File: src/rtl/inst_seq_pkg.sv
// Shared definitions for the instruction sequencer: opcodes, FSM states, widths.
package inst_seq_pkg;

  localparam int unsigned INST_W_DEF = 10;

  // Opcode field is inst[0:1] (bit 0 is the MSB).
  localparam logic [1:0] OP_WR_IMM = 2'b00;
  localparam logic [1:0] OP_WR_REG = 2'b01;
  localparam logic [1:0] OP_RD_REG = 2'b10;  // mem->reg, issued for two cycles
  localparam logic [1:0] OP_DISP   = 2'b11;

  typedef enum logic [1:0] {
    S_IDLE = 2'b00,
    S_RUN  = 2'b01,
    S_HOLD = 2'b10,
    S_DONE = 2'b11
  } state_e;

endpackage

File: src/rtl/inst_seq_prog_buf.sv
// Program buffer: synchronous write, asynchronous read, no reset on contents.
module prog_buf
  import inst_seq_pkg::*;
#(
  parameter int unsigned DEPTH  = 8,
  parameter int unsigned INST_W = INST_W_DEF,
  localparam int unsigned AW    = $clog2(DEPTH)
) (
  input  logic              clk,
  input  logic              we,
  input  logic [AW-1:0]     waddr,
  input  logic [0:INST_W-1] wdata,
  input  logic [AW-1:0]     raddr,
  output logic [0:INST_W-1] rdata
);

  logic [0:INST_W-1] mem_q [DEPTH];

  // Write port: one entry per load strobe.
  always_ff @(posedge clk) begin
    if (we) begin
      mem_q[waddr] <= wdata;
    end
  end

  // Read port: combinational so inst follows pc in the same cycle.
  always_comb begin
    rdata = mem_q[raddr];
  end

endmodule

File: src/rtl/inst_seq.sv
// Instruction sequencer: buffers a short program and replays it to a
// downstream memory/register unit, stretching mem->reg reads to two cycles.
module inst_seq
  import inst_seq_pkg::*;
#(
  parameter int unsigned DEPTH  = 8,
  parameter int unsigned INST_W = INST_W_DEF
) (
  input  logic                     clk,
  input  logic                     rst_n,
  input  logic [0:INST_W-1]        inst_in,
  input  logic                     load,
  input  logic                     start,
  input  logic                     clear,
  output logic [0:INST_W-1]        inst,
  output logic                     enable,
  output logic                     busy,
  output logic                     done,
  output logic                     full,
  output logic [$clog2(DEPTH):0]   count
);

  localparam int unsigned AW = $clog2(DEPTH);
  localparam int unsigned CW = AW + 1;

  state_e            state_q, state_d;
  logic [AW-1:0]     pc_q, pc_d;
  logic [CW-1:0]     count_q, count_d;
  logic              buf_we;
  logic [0:INST_W-1] rd_data;
  logic [1:0]        opcode;
  logic              at_last;
  logic              full_int;

  prog_buf #(
    .DEPTH  (DEPTH),
    .INST_W (INST_W)
  ) u_prog_buf (
    .clk   (clk),
    .we    (buf_we),
    .waddr (count_q[AW-1:0]),
    .wdata (inst_in),
    .raddr (pc_q),
    .rdata (rd_data)
  );

  // Status decode shared by next-state logic and outputs.
  always_comb begin
    opcode   = rd_data[0:1];
    at_last  = ({1'b0, pc_q} == (count_q - CW'(1)));
    full_int = (count_q == CW'(DEPTH));
  end

  // State, pc and count registers.
  always_ff @(posedge clk or negedge rst_n) begin
    if (!rst_n) begin
      state_q <= S_IDLE;
      pc_q    <= '0;
      count_q <= '0;
    end else begin
      state_q <= state_d;
      pc_q    <= pc_d;
      count_q <= count_d;
    end
  end

  // Next-state logic: clear beats load, load beats start.
  always_comb begin
    state_d = state_q;
    pc_d    = pc_q;
    count_d = count_q;
    buf_we  = 1'b0;
    case (state_q)
      S_IDLE: begin
        if (clear) begin
          count_d = '0;
        end else if (load) begin
          if (!full_int) begin
            buf_we  = 1'b1;
            count_d = count_q + CW'(1);
          end
        end else if (start && (count_q != '0)) begin
          pc_d    = '0;
          state_d = S_RUN;
        end
      end
      S_RUN: begin
        if (clear) begin
          state_d = S_IDLE;
        end else if (opcode == OP_RD_REG) begin
          state_d = S_HOLD;
        end else if (at_last) begin
          state_d = S_DONE;
        end else begin
          pc_d = pc_q + AW'(1);
        end
      end
      S_HOLD: begin
        if (clear) begin
          state_d = S_IDLE;
        end else if (at_last) begin
          state_d = S_DONE;
        end else begin
          pc_d    = pc_q + AW'(1);
          state_d = S_RUN;
        end
      end
      S_DONE: begin
        if (clear) begin
          count_d = '0;
          state_d = S_IDLE;
        end
      end
      default: begin
        state_d = S_IDLE;
      end
    endcase
  end

  // Outputs decoded from registered state so reset drops enable immediately.
  // In DONE pc still points at the last entry, so inst keeps the last issue.
  always_comb begin
    enable = 1'b0;
    busy   = 1'b0;
    done   = 1'b0;
    inst   = '0;
    case (state_q)
      S_RUN, S_HOLD: begin
        enable = 1'b1;
        busy   = 1'b1;
        inst   = rd_data;
      end
      S_DONE: begin
        done = 1'b1;
        inst = rd_data;
      end
      default: begin
        inst = '0;
      end
    endcase
    full  = full_int;
    count = count_q;
  end

endmodule

File: config.mk
export PLATFORM = sky130hd
export DESIGN_NAME = inst_seq
export DESIGN_NICKNAME = d
export VERILOG_FILES = /design/src/rtl/inst_seq_pkg.sv /design/src/rtl/inst_seq_prog_buf.sv /design/src/rtl/inst_seq.sv
export SDC_FILE = /design/constraint.sdc
export NUM_CORES = 1
export LEC_CHECK = 0
export BUFFER_PORTS_ARGS = -buffer_cell sky130_fd_sc_hd__buf_4
export CAP_MARGIN = 10
export CORE_MARGIN = 3
export CORE_UTILIZATION = 30
export CTS_BUF_LIST = sky130_fd_sc_hd__clkbuf_4 sky130_fd_sc_hd__clkbuf_8
export DETAILED_ROUTE_END_ITERATION = 8
export GPL_ROUTABILITY_DRIVEN = 0
export PLACE_DENSITY_LB_ADDON = 0.3
export SKIP_CTS_REPAIR_TIMING = 1
export SLEW_MARGIN = 10
export SYNTH_ARGS = -nofsm -noshare
export SYNTH_HDL_FRONTEND = slang
export SYNTH_SLANG_ARGS = --single-unit
File: constraint.sdc
create_clock -name clk -period 2.5 [get_ports clk]
set_input_delay 0.25 -clock clk [delete_from_list [all_inputs] [get_ports clk]]
set_output_delay 0.25 -clock clk [all_outputs]
set_load 0.01 [all_outputs]
### Word level (Yosys, flattened, before mapping)

Memories as Yosys holds them, arrays and structs flattened.
Cells that the tools add are included.

* memory bits (writable): 80
* bits in latches: 0
* memories kept: 1
* input bits: 15
* register bits after elaboration: 9
* word-level logic and storage cells: 65
* memory bits (read-only): 0

* divide/modulo/power cells: 0
* bitwise operators: 0
* $add $sub $neg: 3
* multiply operators: 0
* mux-type cells: 32
* reduce and logical (&&, ||, !) cells: 10
* magnitude comparators: 0
* eq/ne operators: 16
* shift operators: 0

Memories
* u_prog_buf.mem_q: words 8, bits a word 10, read ports 1, clocked after Yosys merged registers in 0, wr ports 1, line inst_seq_prog_buf.sv:17 `logic [0:INST_W-1] mem_q [DEPTH];`

Operators by type and width (count)
* $mux W3: 7
* $mux W2: 9
* $mux W4: 4
* $ne A2 B2 Y1 const B: 7
* $mux W10: 1
* $pmux W3 S3: 1
* $mux W1: 8
* $pmux W2 S4: 1
* $pmux W4 S2: 1
* $reduce_and A7 Y1: 1
* $eq A2 B2 Y1 const B: 3
* $ne A3 B3 Y1 const B: 2
* $reduce_and A5 Y1: 1
* $add A4 B1 Y4 const B: 1
* $eq A3 B4 Y1: 1
* $eq A4 B4 Y1 const B: 1
* $ne A4 B4 Y1 const B: 1
* $reduce_and A4 Y1: 1
* $reduce_bool A4 Y1: 1
* $sub A4 B1 Y4 const B: 1
* $add A3 B1 Y3 const B: 1
* $reduce_bool A3 Y1: 1
* $reduce_or A3 Y1: 1
* $eq A2 B1 Y1 const B: 1
* other kinds (4): 4

### Logic depth before layout (Yosys ltp)

Gate-level depths: netlist of the first run.

* word-level depth: 7
* depth in mapped cells: 8
* depth with buffers taken out: 7

### Cells and area by module

From an unflattened synthesis of the first run, not the netlist that was laid out.

* cell total of the unflattened synthesis: 226
* area total of the unflattened synthesis: 4025.1 um2

Modules (own cells, without submodules)
* prog_buf: times used 1, cells an instance 128, area an instance 3133.0 um2
* inst_seq: times used 1, cells an instance 98, area an instance 892.1 um2

### Least setup slack after synthesis of the first run

OpenSTA, ideal clock, no wires.

* path kind: reg-to-reg
* start: register count_q[0] (netlist: count[0])
* end: memory u_prog_buf.mem_q[0][0] (netlist bit) (enable)
* data arrival time: 2194 ps
* cell stages (with the launch flop): 8
* setup slack: -84 ps
* path buffers: 1
* path through: dfrtp_1 buf_6 inv_1 ha_1 nand3b_1 nand2_1 or3_1 nor3_1

* cells in the longest elaborated chain, start to end: 7

Ends and longest elaborated chain
* start: declaration: line inst_seq.sv:28 `logic [CW-1:0] count_q, count_d;`
* start signal: assignment: line inst_seq.sv:63 `count_q <= count_d;`
* $eq A4 B4 Y1: line inst_seq.sv:51 `full_int = (count_q == CW'(DEPTH));`
* $mux W1: line inst_seq.sv:78 `if (!full_int) begin`
* $mux W1: line inst_seq.sv:77 `end else if (load) begin`
* $mux W1: line inst_seq.sv:75 `if (clear) begin`
* $mux W1: line inst_seq.sv:73 `case (state_q)`
* $mux W1: line inst_seq_prog_buf.sv:21 `if (we) begin`
* $mux W1 (not written as such): line inst_seq_prog_buf.sv:22 `mem_q[waddr] <= wdata;`
* end: declaration: line inst_seq_prog_buf.sv:17

Several ways; a longest one is shown, not always the timed one.

### Worst setup path in the final report of the first run

* start: register pc_q[0]
* end: output port inst[1] (netlist bit)

* cells in the longest elaborated chain, start to end: 2

Ends and longest elaborated chain
* start: declaration: line inst_seq.sv:27 `logic [AW-1:0] pc_q, pc_d;`
* start signal: assignment: line inst_seq.sv:62 `pc_q <= pc_d;`
* $mem_v2 Z8 W10
* $mux W10: line inst_seq.sv:127 `case (state_q)`
* end: declaration: line inst_seq.sv:15 `output logic [0:INST_W-1] inst,`

No other way between the ends.

==> reports/qor.yml, run 1 <==
finish:
  area_growth_pct: 18.6
  fin_cells: 457
  stdcell_area_um2: 4640
  drive_gt1_frac: 0.295
  num_antenna_cells: 0
  nets: 303
sta:
  fmax_mhz: 423
  clock_skew_ps: 20.0
  whs_ps: 124
  finalHoldViolations: 0
  drv_slew: 0
  relSlewSlack: 0.682
  setup_viol: 0
  tightestPinTransition_ps: 478
  rsz0062_at_grt: "false"
  tns_ps: 0
  finalWorstPathRequiredPeriod_ps: 2370
  finalCritPeriodShare: 0.946
clocking:
  clkTransAtPathRegs_ps: 100
  numCtsBuffers: 9
  clk_path_buf_depth: 2
  clock-root-buffer: "clkbuf_8"
  clock_sinks: 89
  htree_levels: 3
  cts_tree: "done"
  clk_latency_ps: 360
min_path:
  hp-class: "in -> reg"
worst_setup_path:
  arrival_ps: 2120
  critPathKind: "reg -> out"
  slowest_delay_ps: 540
  worst_path_max_delay_cell: "mux4_1"
  cp_top_family: "multiplexers"
  required_ps: 2250
  cpMostUsedCell: "buf_4"
  crit_fanout: 5
  crit_chain: "buf_4, mux4_1, mux2_2, and2_1, buf_4"
  critPathBufInv: 2
  end_kind: "primary output"
  start_kind: "register"
logic_synthesis:
  synth_seq_cells: 89
  muxShareOfSynthArea: 0.155
  synth-compound-area-share: 0.0502
  syn_area_per_cell_um2: 16.9
  synth.distinct_cells: 49
  synth-simple-area-share: 0.0630
  syn_area_um2: 3920
  synth-edff-count: 80
  synth_adder_area_share: 0.0224
  synth_top_family_by_area: "multiplexers"
  ys_seq_area_frac: 0.671
  ys_warn_count: 0
  synth_cells: 232
  synth_xor_area_frac: 0.00671
  async_flop_share: 0.101
  synthFlopType: "edfxtp_1"
  synth_nets: 254
die:
  ioPinCount: 33
  chipWidth_um: 120
  dieArea_um2: 14500
  start_util: 0.309
  rows: 41
  core_um2: 12700
  die_y_um: 120
power:
  totalPowerFinal_uw: 4570
  ir_drop_mv: 0.607
  p_per_area_nw_per_um2: 984
  power.leakage_uw: 0.00164
drt:
  wl_per_cell_um: 17.7
  drtPass1Iterations: 4
  totalWireLength_um: 8070
  drcViolationCount: 0
  vias_per_cell: 4.75
  dr_total_vias: 2172
  dr.first_iter.drc_count: 144
  ant_nets: 0
placement:
  io_buffers: 32
  place_area_um2: 4440
  dp_cells: 441
  dp_hpwl_um: 5200
grt:
  track_usage: 0.117
  first_global_vias: 2243
  grt_overflow: 0
  antenna_found_initial: 0
  grt_max_degree: 17
  grt_pass1_wl_um: 12700
outcome:
  outcome: "finished clean"
job:
  maxCapViolCount: 0
-- worst register-to-register path, cell delays in order (launching register included) --
cell and delay, ps:
dfrtp_2 420, buf_4 170, mux4_1 540, mux2_2 310
nor3b_2 340, nor4b_1 100, a211o_1 230
-- kinds of logic after synthesis --
| kind of cell | count (synthesis) |
|---|---|
| buffers and inverters | 25 |
| multiplexers | 31 |
| AO/OA/AOI/OAI | 28 |
| AND/OR/NAND/NOR | 49 |
| flip-flops | 89 |
| adder cells (fa/ha/maj) | 7 |
| XOR/XNOR | 3 |
-- where the power goes --
part / switching [µW] / leakage (µW) / total [µW] / internal, µW
clock: 503 / 0.0000968 / 980 / 477
sequential: 101 / 0.000837 / 1840 / 1730
combinational: 885 / 0.000711 / 1750 / 870
total: 1490 / 0.00164 / 4570 / 3080
-- state kept, by name (all words and copies together) (netlist names) --
register / cells
u_prog_buf.mem_q: 80
state_q: 2
count: 4
pc_q: 3
-- layout by cell type, fill, tap and decap left out, drive strengths merged, types with 5 or more instances in the layout --
master  count
buf        51
clkbuf     10
nor2       19
o21ai       5
edfxtp     80
dfrtp       9
mux4       20
nand2      10
a21oi       6
inv        13
nor3        5
mux2i      10
ha          7
-- metrics by stage --
stage                util  setup slack [ps]
global route        0.366              37.9
detailed placement  0.350               282
finish              0.366               135
global placement    0.350               374
floorplan               -               101
CTS                 0.366              72.2
-- routing by layer --
metal,part of all wire,GRT usage,up-vias
met2,0.50,0.190,41
met1,0.45,0.155,1111
met4,0.011,0.0375,0
li1,-,-,1010
met5,0,0,-
met3,0.042,0.0318,10
-- Yosys cell counts, drive strengths merged, types with 3 or more instances --
| cell type | n | area, µm² |
|---|---|---|
| edfxtp | 80 | 2400 |
| mux4 | 20 | 484 |
| nor2 | 19 | 71.3 |
| inv | 11 | 41.3 |
| mux2i | 10 | 113 |
| nand2 | 10 | 37.5 |
| dfrtp | 9 | 225 |
| buf | 7 | 55.1 |
| clkbuf | 7 | 26.3 |
| ha | 7 | 87.6 |
| a21oi | 6 | 30.0 |
| nor3 | 5 | 25.0 |
| o21ai | 5 | 25.0 |
| or3 | 3 | 18.8 |
-- cell type report --
cell class | instances | area (µm²)
Sequential cell | 89 | 2630
Clock buffer | 10 | 131
Multi-Input combinational cell | 118 | 1170
Tap cell | 172 | 215
Fill cell | 1216 | 8030
Timing Repair Buffer | 52 | 393
Inverter | 11 | 41.3
Clock inverter | 5 | 63.8
-- path summary, 6_finish.rpt --
path	from	to	slack, ps	cells after the start
setup / recovery	pc_q[0]	inst[1]	130	5
hold / removal	inst_in[9]	u_prog_buf.mem_q[7][0]	120	1
setup reg to reg	pc_q[0]	pc_q[2]	300	6
hold reg to reg	state_q[0]	state_q[0]	580	1
max in group asynchronous	rst_n	pc_q[0]	2080	2
min in group asynchronous	rst_n	state_q[0]	260	2
(Power assumes the default switching activity.)
==> run 2, diff against run 1 <==
Settings changed: CELL_PAD_IN_SITES_DETAIL_PLACEMENT set to 0, CELL_PAD_IN_SITES_GLOBAL_PLACEMENT set to 1.
==> reports/qor.yml, run 2 (synthesized netlist as in run 1, its figures left out) <==
min_path:
  hold_path_startpoint: "inst_in[9]"
  hp-class: "in -> reg"
drt:
  drtPass1Iterations: 4  # unchanged
  dr_total_vias: 2169  # -0.14%
  ant_nets: 0  # unchanged
  vias_per_cell: 4.73  # -0.57%
  wl_per_cell_um: 17.2  # -2.8%
  wl_met2_um: 3620  # -9.7%
  dr.first_iter.drc_count: 163  # +13%
  drcViolationCount: 0  # unchanged
  topRoutingLayerUsed: "met4"
  totalWireLength_um: 7880  # -2.4%
  wl_met1_um: 3790  # +4.3%
  route.met3.wl_um: 388  # +14%
clocking:
  clk_latency_ps: 360  # about the same
  cts_tree: "done"
  clock-root-buffer: "clkbuf_8"
  htree_levels: 3  # unchanged
  numCtsBuffers: 9  # unchanged
  clk_path_buf_depth: 2  # unchanged
  clkTransAtPathRegs_ps: 90  # about the same
  clock_sinks: 89  # unchanged
finish:
  num_antenna_cells: 0  # unchanged
  largest_reg_flops: 80  # unchanged
  layout_common_cells: "80 x edfxtp_1, 53 x buf_4, 19 x nor2_1"
  nets: 305  # +0.66%
  drive_gt1_frac: 0.296  # +0.00143
  final_util: 0.369  # +0.00267
  top_register: "u_prog_buf.mem_q"
  final_common_cell: "edfxtp_1"
  area_growth_pct: 19.5
grt:
  grt_pass1_wl_um: 12500  # -2.0%
  first_global_vias: 2220  # -1.0%
  antenna_found_initial: 0  # unchanged
  grt_overflow: 0  # unchanged
  track_usage: 0.115  # -0.00193
  grt_max_degree: 16  # -1
worst_setup_path:
  rr_startpoint: "count[0]"
  crit_chain: "mux4_1, mux2_2, and2_1, buf_4"
  crit_fanout: 7  # +2
  r2r_setup_slack_ps: 310  # about the same
  end_kind: "primary output"
  cp_top_family: "multiplexers"
  arrival_ps: 2010  # -110 ps
  critPathBufInv: 1  # -1
  worst_path_max_delay_cell: "mux4_1"
  critPathKind: "reg -> out"
  slowest_delay_ps: 570  # +30 ps
  start_kind: "register"
  required_ps: 2250  # about the same
  startpoint: "pc_q[0]"
die:
  core_um2: 12700  # unchanged
  rows: 41  # unchanged
  die_y_um: 120  # unchanged
  dieArea_um2: 14500  # unchanged
  start_util: 0.309  # unchanged
  ioPinCount: 33  # unchanged
  chipWidth_um: 120  # unchanged
sta:
  drv_slew: 0  # unchanged
  fmax_mhz: 443  # +4.7%
  finalHoldViolations: 0  # unchanged
  finalCritPeriodShare: 0.903  # -0.0427
  whs_ps: 118  # -5.85 ps
  relSlewSlack: 0.708  # +0.0269
  setup_viol: 0  # unchanged
  rsz0062_at_grt: "false"
  finalWorstPathRequiredPeriod_ps: 2260  # -107 ps
  tightestPinTransition_ps: 437  # -40.3 ps
  tns_ps: 0  # unchanged
  clock_skew_ps: 7.47  # -12.5 ps
power:
  ir_drop_mv: 0.409  # -33%
  p_per_area_nw_per_um2: 995  # +1.1%
  power.leakage_uw: 0.00167  # +1.3%
job:
  maxCapViolCount: 0  # unchanged
placement:
  io_buffers: 32  # unchanged
  dp_hpwl_um: 5210  # +0.23%
outcome:
  outcome: "finished clean"
-- run 2: path summary, 6_finish.rpt --
check	cells past startpoint	end
max	4	inst[1]
min	1	u_prog_buf.mem_q[6][0]
max reg2reg	8	pc_q[1]
min reg2reg	1	count[0]
max in group asynchronous	2	pc_q[0]
min in group asynchronous	2	count[2]
-- run 2: power by group --
part	switching [µW]	total, µW	internal (µW)
sequential	101	1840	1730
combinational	863	1750	888
clock	503	1070	563
total	1470	4650	3190
-- run 2: final cells by class --
| cell class | count | area [µm²] |
|---|---|---|
| Clock buffer | 9 | 124 |
| Clock inverter | 6 | 90.1 |
| Fill cell | 1218 | 7990 |
| Inverter | 11 | 41.3 |
| Multi-Input combinational cell | 118 | 1170 |
| Sequential cell | 89 | 2630 |
| Tap cell | 172 | 215 |
| Timing Repair Buffer | 54 | 408 |
-- run 2: metal layers --
metal | up-vias | global-route usage
met5 | - | 0
met1 | 1100 | 0.157
li1 | 1012 | -
met2 | 49 | 0.178
met4 | 0 | 0.0297
met3 | 8 | 0.0393
-- run 2: through the flow --
step / area (µm²) / std cells / setup WS [ps] / total power, µW
after floorplan: 3920 / 232 / 101 / 3020
after global placement: 4450 / 443 / 326 / 3650
after detailed placement: 4450 / 443 / 308 / 3650
after CTS: 4670 / 458 / 113 / 4730
after global routing: 4680 / 459 / 111 / 4950
final: 4680 / 459 / 241 / 4650
==> run 3, diff against run 2 <==
Settings changed: GPL_TIMING_DRIVEN set to 0.
==> reports/qor.yml, run 3 (synthesized netlist as in run 1, its figures left out) <==
outcome:
  outcome: "complete, but fails checks"
  violations: "setup timing"
worst_setup_path:
  crit_fanout: 10  # +3
  r2r_end: "pc_q[1]"
  r2r_setup_slack_ps: -30  # -340 ps
  worst_path_max_delay_cell: "or4b_4"
  required_ps: 2790  # +540 ps
  crit_chain: "buf_6, inv_1, ha_1, nor3b_1, o41ai_1, o211ai_1, or4b_4, o22ai_1"
  rr_startpoint: "count[1]"
  start_kind: "register"
  arrival_ps: 2820  # +810 ps
  worst_r2r_path_depth: 8  # unchanged
  end_kind: "register"
  slowest_delay_ps: 540  # -30 ps
  critPathKind: "reg -> reg"
sta:
  relSlewSlack: 0.503  # -0.205
  whs_ps: 122  # +3.49 ps
  fmax_mhz: 395  # -11%
  clock_skew_ps: 17.1  # +9.63 ps
  rsz0062_at_grt: "true"
  finalCritPeriodShare: 1.01  # +0.108
  tightestPinTransition_ps: 745  # +307 ps
  drv_slew: 0  # unchanged
  tns_ps: -80.0  # -80.0 ps
  finalWorstPathRequiredPeriod_ps: 2530  # +270 ps
  setup_ws_ps: -29.0  # -270 ps
  setup_viol: 11  # +11
  finalHoldViolations: 0  # unchanged
grt:
  first_global_vias: 2177  # -1.9%
  grt_overflow: 0  # unchanged
  track_usage: 0.119  # +0.00346
  antenna_found_initial: 0  # unchanged
  grt_max_degree: 18  # +2
  grt_pass1_wl_um: 12600  # +1.3%
power:
  ir_drop_mv: 0.432  # +5.5%
  p_per_area_nw_per_um2: 968  # -2.7%
  power.leakage_uw: 0.00163  # -1.9%
clocking:
  clock-root-buffer: "clkbuf_8"
  cts_tree: "done"
  clock_sinks: 89  # unchanged
  clk_latency_ps: 360  # about the same
  htree_levels: 3  # unchanged
  clk_path_buf_depth: 2  # unchanged
  numCtsBuffers: 9  # unchanged
  clkTransAtPathRegs_ps: 100  # about the same
finish:
  top_register: "u_prog_buf.mem_q"
  fin_cells: 458  # -0.22%
  num_antenna_cells: 0  # unchanged
  nets: 303  # -0.66%
  final_common_cell: "edfxtp_1"
  largest_reg_flops: 80  # unchanged
  drive_gt1_frac: 0.304  # +0.00803
  layout_common_cells: "80 x edfxtp_1, 33 x buf_4, 13 x nor2_1"
  area_growth_pct: 20.5
  stdcell_area_um2: 4720  # +0.91%
min_path:
  worstHoldEndpoint: "u_prog_buf.mem_q[1][1]"
  hp-class: "in -> reg"
  hold_path_startpoint: "inst_in[8]"
  hold_depth: 1  # unchanged
placement:
  place_ws_ps: -490  # -798 ps
  place_area_um2: 4390  # -1.3%
  dp_cells: 437  # -1.4%
  dp_hpwl_um: 5190  # -0.48%
  io_buffers: 32  # unchanged
drt:
  dr.first_iter.drc_count: 187  # +15%
  vias_per_cell: 4.77  # +0.91%
  ant_nets: 0  # unchanged
  drcViolationCount: 0  # unchanged
  wl_per_cell_um: 18.0  # +4.7%
  dr_total_vias: 2184  # +0.69%
  drtPass1Iterations: 4  # unchanged
  totalWireLength_um: 8230  # +4.4%
job:
  maxCapViolCount: 0  # unchanged
die:
  rows: 41  # unchanged
  start_util: 0.309  # unchanged
  dieArea_um2: 14500  # unchanged
  ioPinCount: 33  # unchanged
  die_y_um: 120  # unchanged
  chipWidth_um: 120  # unchanged
  core_um2: 12700  # unchanged
-- run 3: cell count changes in the layout (fill, tap and decap cells not counted), moves of 4 or more --
cell	change
buf_4	-20
buf_6	+4
clkbuf_1	+4
nor2_1	-6
-- run 3: critical path, delay by kind of cell (launching register included) --
| kind | cells | cell delay (ps) |
|---|---|---|
| simple gates | 2 | 690 |
| fa+ha+maj | 1 | 220 |
| compound gates | 3 | 890 |
| buf+inv | 2 | 230 |
| flops | 1 | 410 |
-- run 3: layout make-up --
| cell class | instances | area (µm²) |
|---|---|---|
| Fill cell | 1204 | 7950 |
| Tap cell | 172 | 215 |
| Clock inverter | 7 | 63.8 |
| Timing Repair Buffer | 38 | 333 |
| Sequential cell | 89 | 2630 |
| Buffer | 14 | 103 |
| Inverter | 11 | 41.3 |
| Clock buffer | 9 | 124 |
| Multi-Input combinational cell | 118 | 1210 |
-- run 3: worst max-delay path by stage --
stage | slack, ps | depth (start not counted) | start | to
2_1_floorplan | 100 | 8 | count[1] | u_prog_buf.mem_q[1][0]
3_3_place_gp | -800 | 8 | count[0] | u_prog_buf.mem_q[1][9]
3_5_place_dp | -490 | 7 | count[1] | u_prog_buf.mem_q[2][1]
4_1_cts | -530 | 6 | pc_q[1] | inst[9]
5_1_grt | -220 | 8 | count[1] | u_prog_buf.mem_q[3][5]
6_report | -30 | 8 | count[1] | pc_q[1]
-- run 3: through the flow --
stage | power [µW] | utilization
2_1_floorplan | 3020 | -
3_3_place_gp | 3610 | 0.345
3_5_place_dp | 3630 | 0.347
4_1_cts | 4570 | 0.361
5_1_grt | 4840 | 0.372
6_report | 4570 | 0.372
-- run 3: power breakdown --
part,switching (µW),internal [µW],total (µW),leakage [µW]
registers,58.5,1730,1790,0.000837
logic,952,887,1840,0.000708
clock network,555,380,935,0.0000886
-- run 3: layer usage --
metal  GRT usage  vias up  routed length, µm
met5           0        -                  0
met4      0.0305        0                 82
met3      0.0290        8                366
met2       0.191       53               3850
met1       0.163     1106               3930
li1            -     1017                  -
